<file path="config.mk">
export PLATFORM = sky130hd
export DESIGN_NAME = lu_issue_ctrl
export DESIGN_NICKNAME = d
export VERILOG_FILES = /design/src/rtl/lu_issue_ctrl_pkg.sv /design/src/rtl/lu_settle_cnt.sv /design/src/rtl/lu_issue_ctrl.sv
export SDC_FILE = /design/constraint.sdc
export NUM_CORES = 1
export LEC_CHECK = 0
export BUFFER_PORTS_ARGS = -buffer_cell sky130_fd_sc_hd__clkbuf_2
export CORE_MARGIN = 5
export CORE_UTILIZATION = 45
export CTS_CLUSTER_DIAMETER = 30
export CTS_CLUSTER_SIZE = 16
export DETAILED_ROUTE_END_ITERATION = 10
export GPL_TIMING_DRIVEN = 0
export PLACE_DENSITY = 0.88
export SLEW_MARGIN = 10
export SYNTH_ARGS = -nofsm -noshare
export SYNTH_HDL_FRONTEND = slang
export SYNTH_SLANG_ARGS = --single-unit
</file>
<file path="constraint.sdc">
create_clock -name clk -period 3.6 [get_ports clk]
set_clock_uncertainty 0.15 [all_clocks]
set_input_delay 0.36 -clock clk [delete_from_list [all_inputs] [get_ports clk]]
set_output_delay 0.36 -clock clk [all_outputs]
set_load 0.02 [all_outputs]
</file>
<file path="src/rtl/lu_issue_ctrl_pkg.sv">
// Shared constants and types for the logic-unit issue controller.
// Op-select encodings, FSM state encoding and datapath width.
package lu_issue_ctrl_pkg;

   localparam int unsigned LU_DATA_W = 32;

   localparam logic [1:0] LU_OP_NONE = 2'b00;
   localparam logic [1:0] LU_OP_AND  = 2'b01;
   localparam logic [1:0] LU_OP_OR   = 2'b10;
   localparam logic [1:0] LU_OP_XOR  = 2'b11;

   typedef enum logic [1:0] {
      StIdle   = 2'b00,
      StSettle = 2'b01,
      StResp   = 2'b10
   } lu_state_e;

endpackage

</file>
<file path="src/rtl/lu_settle_cnt.sv">
// Loadable 4-bit down-counter timing the logic unit settle window.
// Load has priority over decrement; zero is decoded from the register.
module lu_settle_cnt (
   input  logic       clk,
   input  logic       rst_n,
   input  logic       load,
   input  logic [3:0] load_val,
   input  logic       dec,
   output logic       zero
);

   logic [3:0] cnt_q, cnt_d;

   always_comb begin
      cnt_d = cnt_q;
      if (load) begin
         cnt_d = load_val;
      end else if (dec && (cnt_q != 4'd0)) begin
         cnt_d = cnt_q - 4'd1;
      end
   end

   always_ff @(posedge clk or negedge rst_n) begin
      if (!rst_n) begin
         cnt_q <= 4'd0;
      end else begin
         cnt_q <= cnt_d;
      end
   end

   assign zero = (cnt_q == 4'd0);

endmodule

</file>
<file path="src/rtl/lu_issue_ctrl.sv">
// Requester-side sequencer for the 32-bit AND/OR/XOR logic unit: launches
// registered operands, waits the settle window, returns the captured result.
module lu_issue_ctrl
   import lu_issue_ctrl_pkg::*;
#(
   parameter int unsigned SETTLE_CYCLES = 2,
   parameter int unsigned CNT_W         = 16
) (
   input  logic                 clk,
   input  logic                 rst_n,
   input  logic                 req_valid,
   output logic                 req_ready,
   input  logic [LU_DATA_W-1:0] req_a,
   input  logic [LU_DATA_W-1:0] req_b,
   input  logic [1:0]           req_op,
   output logic [LU_DATA_W-1:0] lu_a,
   output logic [LU_DATA_W-1:0] lu_b,
   output logic [1:0]           lu_f,
   input  logic [LU_DATA_W-1:0] lu_out,
   output logic                 rsp_valid,
   input  logic                 rsp_ready,
   output logic [LU_DATA_W-1:0] rsp_data,
   output logic                 rsp_zero,
   output logic                 rsp_illegal,
   output logic                 busy,
   output logic [CNT_W-1:0]     op_count
);

   localparam logic [3:0] SettleLoad = 4'(SETTLE_CYCLES - 1);

   lu_state_e            state_q, state_d;
   logic [LU_DATA_W-1:0] lu_a_q, lu_a_d;
   logic [LU_DATA_W-1:0] lu_b_q, lu_b_d;
   logic [1:0]           lu_f_q, lu_f_d;
   logic [LU_DATA_W-1:0] rsp_data_q, rsp_data_d;
   logic                 rsp_zero_q, rsp_zero_d;
   logic                 rsp_illegal_q, rsp_illegal_d;
   logic [CNT_W-1:0]     op_count_q, op_count_d;
   logic                 cnt_load, cnt_dec, cnt_zero;

   lu_settle_cnt u_settle_cnt (
      .clk      (clk),
      .rst_n    (rst_n),
      .load     (cnt_load),
      .load_val (SettleLoad),
      .dec      (cnt_dec),
      .zero     (cnt_zero)
   );

   always_comb begin
      state_d       = state_q;
      lu_a_d        = lu_a_q;
      lu_b_d        = lu_b_q;
      lu_f_d        = lu_f_q;
      rsp_data_d    = rsp_data_q;
      rsp_zero_d    = rsp_zero_q;
      rsp_illegal_d = rsp_illegal_q;
      op_count_d    = op_count_q;
      cnt_load      = 1'b0;
      cnt_dec       = 1'b0;
      unique case (state_q)
         StIdle: begin
            if (req_valid) begin
               lu_a_d = req_a;
               lu_b_d = req_b;
               lu_f_d = req_op;
               if (req_op == LU_OP_NONE) begin
                  // Illegal op has nothing to settle; answer at once.
                  rsp_data_d    = '0;
                  rsp_zero_d    = 1'b1;
                  rsp_illegal_d = 1'b1;
                  state_d       = StResp;
               end else begin
                  cnt_load = 1'b1;
                  state_d  = StSettle;
               end
            end
         end
         StSettle: begin
            if (cnt_zero) begin
               rsp_data_d    = lu_out;
               rsp_zero_d    = (lu_out == '0);
               rsp_illegal_d = 1'b0;
               state_d       = StResp;
            end else begin
               cnt_dec = 1'b1;
            end
         end
         StResp: begin
            if (rsp_ready) begin
               op_count_d = op_count_q + CNT_W'(1);
               state_d    = StIdle;
            end
         end
         default: state_d = StIdle;
      endcase
   end

   always_ff @(posedge clk or negedge rst_n) begin
      if (!rst_n) begin
         state_q       <= StIdle;
         lu_a_q        <= '0;
         lu_b_q        <= '0;
         lu_f_q        <= '0;
         rsp_data_q    <= '0;
         rsp_zero_q    <= 1'b0;
         rsp_illegal_q <= 1'b0;
         op_count_q    <= '0;
      end else begin
         state_q       <= state_d;
         lu_a_q        <= lu_a_d;
         lu_b_q        <= lu_b_d;
         lu_f_q        <= lu_f_d;
         rsp_data_q    <= rsp_data_d;
         rsp_zero_q    <= rsp_zero_d;
         rsp_illegal_q <= rsp_illegal_d;
         op_count_q    <= op_count_d;
      end
   end

   assign req_ready   = (state_q == StIdle);
   assign rsp_valid   = (state_q == StResp);
   assign busy        = (state_q != StIdle);
   assign lu_a        = lu_a_q;
   assign lu_b        = lu_b_q;
   assign lu_f        = lu_f_q;
   assign rsp_data    = rsp_data_q;
   assign rsp_zero    = rsp_zero_q;
   assign rsp_illegal = rsp_illegal_q;
   assign op_count    = op_count_q;

endmodule

</file>
==> results of run 1 <==
==> critical path, cell delays in order, from the launching register on <==
cell and delay [ps]:
sky130_fd_sc_hd__dfrtp_1 380, sky130_fd_sc_hd__inv_1 90, sky130_fd_sc_hd__ha_1 180, sky130_fd_sc_hd__or3b_4 420, sky130_fd_sc_hd__nor2b_1 160, sky130_fd_sc_hd__buf_4 180
sky130_fd_sc_hd__a21oi_4 70, sky130_fd_sc_hd__buf_6 190, sky130_fd_sc_hd__a22o_1 200
==> registers in the layout, indices dropped and copies added, names as in the netlist, 2 cells and up <==
register,flops
lu_a,32
lu_b,32
rsp_data,32
op_count,16
u_settle_cnt.cnt_q,4
lu_f,2
state_q,2
==> report_power, final <==
| group | switching [µW] | internal (µW) | leakage (µW) |
|---|---|---|---|
| Combinational | 1640 | 1220 | 0.00206 |
| Clock | 567 | 1100 | 0.000288 |
| Sequential | 393 | 2000 | 0.00151 |
==> logic make-up after synthesis <==
group,count (synthesis),synth area share (%)
AOI/OAI and AO/OA,41,7.21
muxes,67,15.8
xor gates and xnor gates,18,3.30
and+or+nand+nor,50,6.45
DFF,122,63.9
buffers and inverters,22,2.80
adders and majority gates,2,0.524
==> placed cells by master (no fill, tap or decap) <==
master,instances
sky130_fd_sc_hd__a21oi_1,2
sky130_fd_sc_hd__a21oi_4,1
sky130_fd_sc_hd__a22o_1,32
sky130_fd_sc_hd__a31oi_1,1
sky130_fd_sc_hd__and3_1,3
sky130_fd_sc_hd__and4_1,3
sky130_fd_sc_hd__buf_16,1
sky130_fd_sc_hd__buf_2,8
sky130_fd_sc_hd__buf_4,5
sky130_fd_sc_hd__buf_6,3
sky130_fd_sc_hd__bufinv_16,3
sky130_fd_sc_hd__clkbuf_1,3
sky130_fd_sc_hd__clkbuf_16,16
sky130_fd_sc_hd__clkbuf_2,219
sky130_fd_sc_hd__clkbuf_8,5
sky130_fd_sc_hd__clkinv_2,4
sky130_fd_sc_hd__clkinvlp_4,1
sky130_fd_sc_hd__dfrtp_1,122
sky130_fd_sc_hd__dlygate4sd3_1,100
sky130_fd_sc_hd__ha_1,2
sky130_fd_sc_hd__inv_1,6
sky130_fd_sc_hd__mux2_2,67
sky130_fd_sc_hd__nand2_1,9
sky130_fd_sc_hd__nand3_1,6
sky130_fd_sc_hd__nand4_1,6
sky130_fd_sc_hd__nor2_1,5
sky130_fd_sc_hd__nor2b_1,3
sky130_fd_sc_hd__nor2b_2,1
sky130_fd_sc_hd__nor3_1,2
sky130_fd_sc_hd__nor3b_4,1
sky130_fd_sc_hd__nor4_1,8
sky130_fd_sc_hd__nor4_2,2
sky130_fd_sc_hd__o21a_1,1
sky130_fd_sc_hd__o21ai_0,2
sky130_fd_sc_hd__o22ai_1,1
sky130_fd_sc_hd__o31ai_1,1
sky130_fd_sc_hd__or3b_4,1
sky130_fd_sc_hd__xnor2_1,11
sky130_fd_sc_hd__xor2_1,7
==> repair_timing <==
action	CTS	global route
endpoints found under the hold margin	221	0
hold buffers	100	0
endpoints found under the setup margin	0	0
==> per-layer routing <==
layer	vias up	routed length, µm	GRT usage [%]
met5	-	0	0
met2	210	7910	42.7
li1	1859	-	-
met1	2008	5400	25.5
met4	0	564	11.6
met3	53	1060	7.38
==> cell type report <==
type | count | share of cell area, %
sequential | 122 | 39.8
multi-input combinational | 178 | 20.7
clock buffer | 23 | 6.09
inverter | 6 | 0.294
tap | 136 | 2.22
clock inverter | 8 | 1.53
timing repair buffer | 321 | 27.9
buffer | 16 | 1.45
==> path summary, 6_finish.rpt <==
| path | slack (ps) | start | endpoint | depth (start not counted) |
|---|---|---|---|---|
| max in group asynchronous | 2370 | rst_n | rsp_data[3] | 3 |
| max | 1460 | u_settle_cnt.cnt_q[0] | rsp_data[24] | 8 |
| min in group asynchronous | 160 | rst_n | op_count[14] | 2 |
| min reg2reg | 340 | op_count[15] | op_count[15] | 1 |
| max reg2reg | 1460 | u_settle_cnt.cnt_q[0] | rsp_data[24] | 8 |
| min | 50 | req_valid | rsp_illegal | 3 |
==> through the flow <==
step                cell area [µm²]  util, %
floorplan                      4780        -
global placement               6050     58.6
detailed placement             6080     58.9
CTS                            7670     74.3
global route                   7670     74.3
finish                         7670     74.3
==> metrics.txt, run 1 <==
result of the run finished, final reports clean; WP data required 3840 ps; Max-cap violations 0; Nets 766; largest buffer count on any clock path 2; Final Max Slew Viols 0; worst-case setup slack after placement ~1500 ps; post-detailed-route count of antenna-violating nets 0; global-route total usage across every layer between 20% and 30%; Pleak just under 0.004 µW; cell total after placement around 680; H-tree depth reported by CTS 4; maximum VDD drop around 0.0005 V; number of top-level design ports 221; wire length of the first global-routing pass approximately 24000 µm; Resize count post-CTS 0; CTS Buf Count 17; average size of a mapped cell 14.8 µm²; Final Hold Viols 0; Yosys cell types 30; fmax roughly 470 MHz; overall die height between 100 and 150 µm; Die W between 100 and 150 µm; buffers inserted by post-CTS timing repair 0; post-synth design cell area 4780 µm²; final cell count without fillers 810; Filler Cell Count roughly 600; Routed WL between 10000 and 15000 µm; Sequential Area slightly above 3000 µm²; portion of synthesized cell area occupied by the leading cell type around 64%; Area contributors post-synth sky130_fd_sc_hd__dfrtp_1, sky130_fd_sc_hd__mux2_2, sky130_fd_sc_hd__a22o_1; Final Critical Period roughly 2100 ps; CP Capture Type flip-flop; number of warnings issued by yosys 0; Worst Slack Setup Final approximately 1500 ps; residual DRC count 0; CP Launch Type flip-flop; area of the multi-input gates between 1500 and 2000 µm²; clock slew seen by the registers of the worst setup and hold paths about 50 ps; nets in the synthesized netlist between 400 and 500; DR iter-0 viols between 150 and 200; Clock Latency Late Sink 510 ps; P&R area growth vs syn 60.6%; Critical Setup Path Class reg -> reg; Async S/R FF share, synth 100%; number of antenna cells inserted 0; Port Buf Inserts 220; Crit Path Max Fanout 10; HPWL Detailed between 9000 and 10000 µm; cell at the root of the clock tree sky130_fd_sc_hd__clkbuf_8; EDFF count, synth 0; initial cell density of the core a little under half; via count of the first global-routing pass 4704; initial antenna violation count 0; cell count after synthesis approximately 320; data arrival time of the critical path roughly 2400 ps; Final setup viols 0; routability cong. ~0.85; total global routing overflow 0; WL/cell ~18 µm; hold crit path type in -> reg; drt pass-1 iters 4; ratio of routed vias to standard cells slightly above 5; dominant cell by count in the synthesized netlist sky130_fd_sc_hd__dfrtp_1; cell accounting for the most synthesized area sky130_fd_sc_hd__dfrtp_1; Slew headroom between 60% and 70%; dominant synthesized flop cell sky130_fd_sc_hd__dfrtp_1; transition time at the pin with the least slew margin slightly above 500 ps; Die Area about 13000 µm²; Total Power roughly 6900 µW; Tcrit/Tclk final 59.5%; floorplan row count 37; register bit total from synthesis about 120; setup TNS 0 ps; setup repair after global routing missed its margin false; via count of the routed design between 4k and 5k; register area share after synthesis 63.9%; clock tree from TritonCTS yes; final hold slack about 49 ps; count of clock tree sinks about 120; commonest cells in the netlist sky130_fd_sc_hd__dfrtp_1, sky130_fd_sc_hd__mux2_2, sky130_fd_sc_hd__a22o_1; fraction of final layout cells with drive strength greater than 1 50.1%; core region area approximately 10000 µm²; maximum number of pins on one net before global-route repair between 90 and 100; cell area power density 902 nW/µm²
(Power assumes the default switching activity.)
==> inputs of run 2 (changes only) <==
--- a/config.mk
+++ b/config.mk
@@ -5,6 +5,7 @@
 export SDC_FILE = /design/constraint.sdc
 export NUM_CORES = 1
 export LEC_CHECK = 0
+export ABC_AREA = 1
 export BUFFER_PORTS_ARGS = -buffer_cell sky130_fd_sc_hd__clkbuf_2
 export CORE_MARGIN = 5
 export CORE_UTILIZATION = 45
@@ -12,7 +13,7 @@
 export CTS_CLUSTER_SIZE = 16
 export DETAILED_ROUTE_END_ITERATION = 10
 export GPL_TIMING_DRIVEN = 0
-export PLACE_DENSITY = 0.88
+export PLACE_DENSITY = 0.87
 export SLEW_MARGIN = 10
 export SYNTH_ARGS = -nofsm -noshare
 export SYNTH_HDL_FRONTEND = slang
==> constraint.sdc (replaced) <==
create_clock -name clk -period 2 [get_ports clk]
set_clock_uncertainty 0.15 [all_clocks]
set_input_delay 0.2 -clock clk [delete_from_list [all_inputs] [get_ports clk]]
set_output_delay 0.2 -clock clk [all_outputs]
set_load 0.02 [all_outputs]
==> run 2 against run 1 <==
  * Synthesized cell count grew 82%
  * Register-to-register slack worse by 1200 ps
  * Clock-buffer cell count grew 3
  * Worst hold slack improved by 120 ps
  * Non-clock buffer count up 7
  * Cell area up 3.4%
  * Area after synthesis up 6.7%
  * Critical path type unchanged
  * Largest power group unchanged
==> metrics.txt, run 2 <==
H-tree depth reported by CTS 4 (unchanged); EDFF count, synth 0 (unchanged); Crit Path Max Fanout 10 (unchanged); WL/cell 15.8 µm (-14%); Final setup viols 0 (unchanged); P&R area growth vs syn 55.5%; Simple-Gate Fraction of Synth Area 30.9% (+24 points); setup repair after global routing missed its margin false; CTS Buf Count 17 (unchanged); maximum VDD drop 0.00107 V (+110%); initial antenna violation count 0 (unchanged); overall die height 116 µm (+3.0%); dpl cell area 6410 µm² (+5.4%); hold crit path type in -> reg; Clock Latency Late Sink 410 ps (-100 ps); post-route cell area 7930 µm² (+3.4%); core region area 11000 µm² (+6.4%); most common library cell in the layout ignoring fill and taps sky130_fd_sc_hd__nand2_1; cell at the root of the clock tree sky130_fd_sc_hd__clkbuf_16; register bit total from synthesis 122 (unchanged); floorplan row count 38 (+2.7%); post-detailed-route count of antenna-violating nets 0 (unchanged); initial cell density of the core 46.4% (+0.15 points); Final Hold Viols 0 (unchanged); multiplexer fraction of the synthesized cell area 0% (-16 points); DR iter-0 viols 556 (+230%); fraction of synthesized cell area in xor and xnor cells 2.23% (-1.1 points); post-synth design cell area 5100 µm² (+6.7%); CP Launch Type flip-flop; Tcrit/Tclk final 89.4% (+30 points); Pleak 0.00447 µW (+16%); Async S/R FF share, synth 100% (unchanged); Port Buf Inserts 220 (unchanged); HPWL Detailed 10000 µm (+7.9%); Critical Setup Path Class reg -> reg; fmax 559 MHz (+20%); Max-cap violations 0 (unchanged); transition time at the pin with the least slew margin 459 ps (-53.2 ps); residual DRC count 0 (unchanged); number of top-level design ports 221 (unchanged); Die Area 13600 µm² (+6.1%); portion of synthesized cell area occupied by the leading cell type 59.9% (-4.0 points); cell area power density 1520 nW/µm² (+68%); cell total after placement 947 (+39%); count of clock tree sinks 122 (unchanged); adder and majority cell fraction of the synthesized area 0.491% (-0.033 points); cell count after synthesis 586 (+82%); via count of the routed design 5369 (+30%); clock tree from TritonCTS yes; result of the run finished, final reports clean; cell accounting for the most synthesized area sky130_fd_sc_hd__dfrtp_1; total global routing overflow 0 (unchanged); Yosys cell types 30 (unchanged); largest buffer count on any clock path 2 (unchanged); hold path cells 5 (+2); drt pass-1 iters 5 (+1); commonest non-fill, non-tap cells in the layout sky130_fd_sc_hd__nand2_1, sky130_fd_sc_hd__clkbuf_2, sky130_fd_sc_hd__dfrtp_1; wire length of the first global-routing pass 27200 µm (+14%); via count of the first global-routing pass 5649 (+20%); Die W 116 µm (+3.0%); WP data required 2130 ps (-1710 ps); maximum number of pins on one net before global-route repair 69 (-29%); Routed WL 17000 µm (+14%); routability cong. 0.798 (-6.5%); Final Critical Period 1790 ps (-354 ps); largest family of logic cells by synthesized area simple AND/OR/NAND/NOR gates; global-route total usage across every layer 25.9% (+2.0 points); CP Capture Type flip-flop; Synth Area in Compound Gates 1.82% (-5.4 points); dominant synthesized flop cell sky130_fd_sc_hd__dfrtp_1; register area share after synthesis 59.9% (-4.0 points); fraction of final layout cells with drive strength greater than 1 29.6% (-21 points); nets in the synthesized netlist 690 (+62%); ratio of routed vias to standard cells 4.99 (-2.2%); number of warnings issued by yosys 0 (unchanged); final cell count without fillers 1077 (+33%); depth of the worst register-to-register path 10 (+2); Slew headroom 69.4% (+3.6 points); Resize count post-CTS 0 (unchanged); Area contributors post-synth sky130_fd_sc_hd__dfrtp_1, sky130_fd_sc_hd__nand2_1, sky130_fd_sc_hd__nand3_1; clock slew seen by the registers of the worst setup and hold paths 50 ps (about the same); commonest cells in the netlist sky130_fd_sc_hd__nand2_1, sky130_fd_sc_hd__dfrtp_1, sky130_fd_sc_hd__nand3_1; dominant cell by count in the synthesized netlist sky130_fd_sc_hd__nand2_1; Total Power 12000 µW (+74%); average size of a mapped cell 8.70 µm² (-41%); Final Max Slew Viols 0 (unchanged); Nets 1030 (+34%); data arrival time of the critical path 1920 ps (-460 ps)
## run 2: power by group
group	leakage (µW)	internal [µW]	switching [µW]
logic	0.00266	1700	3440
clock network	0.000256	1690	1020
registers	0.00155	3520	662
total	0.00447	6900	5120
## run 2: area by class of cell
type	instances	area, µm²
clock buffer	26	499
timing repair buffer	321	2140
tap	140	175
inverter	23	88.8
fill	698	3060
antenna	1	2.50
multi-input combinational	418	1810
buffer	23	150
sequential	122	3050
clock inverter	3	15.0
## run 2: per-layer routing
metal | part of all wire (%) | track usage [%] | vias to the layer above | wire [µm]
met3 | 8.4 | 7.56 | 75 | 1430
met1 | 37 | 29.3 | 2506 | 6250
met4 | 4.0 | 14.5 | 0 | 676
met2 | 51 | 43.8 | 296 | 8680
li1 | - | - | 2492 | -
met5 | 0 | 0 | - | 0
## run 2: path summary, 6_finish.rpt
check                      slack, ps                  start            to
max in group asynchronous        840                  rst_n      lu_b[28]
max                              210  u_settle_cnt.cnt_q[0]  rsp_data[11]
min                              170              req_valid  rsp_data[31]
max reg2reg                      210  u_settle_cnt.cnt_q[0]  rsp_data[11]
min in group asynchronous        180                  rst_n  op_count[10]
min reg2reg                      320               lu_b[29]      lu_b[29]
## run 2: repair_timing
item / CTS / global route
setup buffers: 0 / 0
hold buffers: 100 / 0
hold endpoints to repair: 154 / 0
## run 2: kinds of logic (layout without fill, tap and decap cells)
| kind of cell | after synthesis | after routing |
|---|---|---|
| compound gates | 15 | 15 |
| xor+xnor | 13 | 13 |
| other cells | 0 | 1 |
| flops | 122 | 122 |
| simple gates | 388 | 388 |
| buf+inv | 46 | 396 |
| fa+ha+maj | 2 | 2 |
## run 2: critical path: stages, from the launching register on
cell	delay (ps)
sky130_fd_sc_hd__dfrtp_1	370
sky130_fd_sc_hd__inv_1	110
sky130_fd_sc_hd__ha_1	210
sky130_fd_sc_hd__nand2_1	100
sky130_fd_sc_hd__nand2_4	110
sky130_fd_sc_hd__o21ai_4	80
sky130_fd_sc_hd__nor2_8	130
sky130_fd_sc_hd__inv_4	90
sky130_fd_sc_hd__buf_6	150
sky130_fd_sc_hd__nand2_1	90
sky130_fd_sc_hd__nand2_1	90
## run 2: stage by stage
| stage | hold slack, ps | setup WS [ps] | util [%] | setup TNS [ps] |
|---|---|---|---|---|
| 5_1_grt | 181 | 129 | 72.2 | 0 |
| 3_3_place_gp | 249 | -1250 | 58.0 | -151010 |
| 4_1_cts | 161 | 235 | 72.2 | 0 |
| 6_report | 171 | 212 | 72.2 | 0 |
| 2_1_floorplan | -246 | 294 | - | 0 |
| 3_5_place_dp | 41.5 | 239 | 58.4 | 0 |
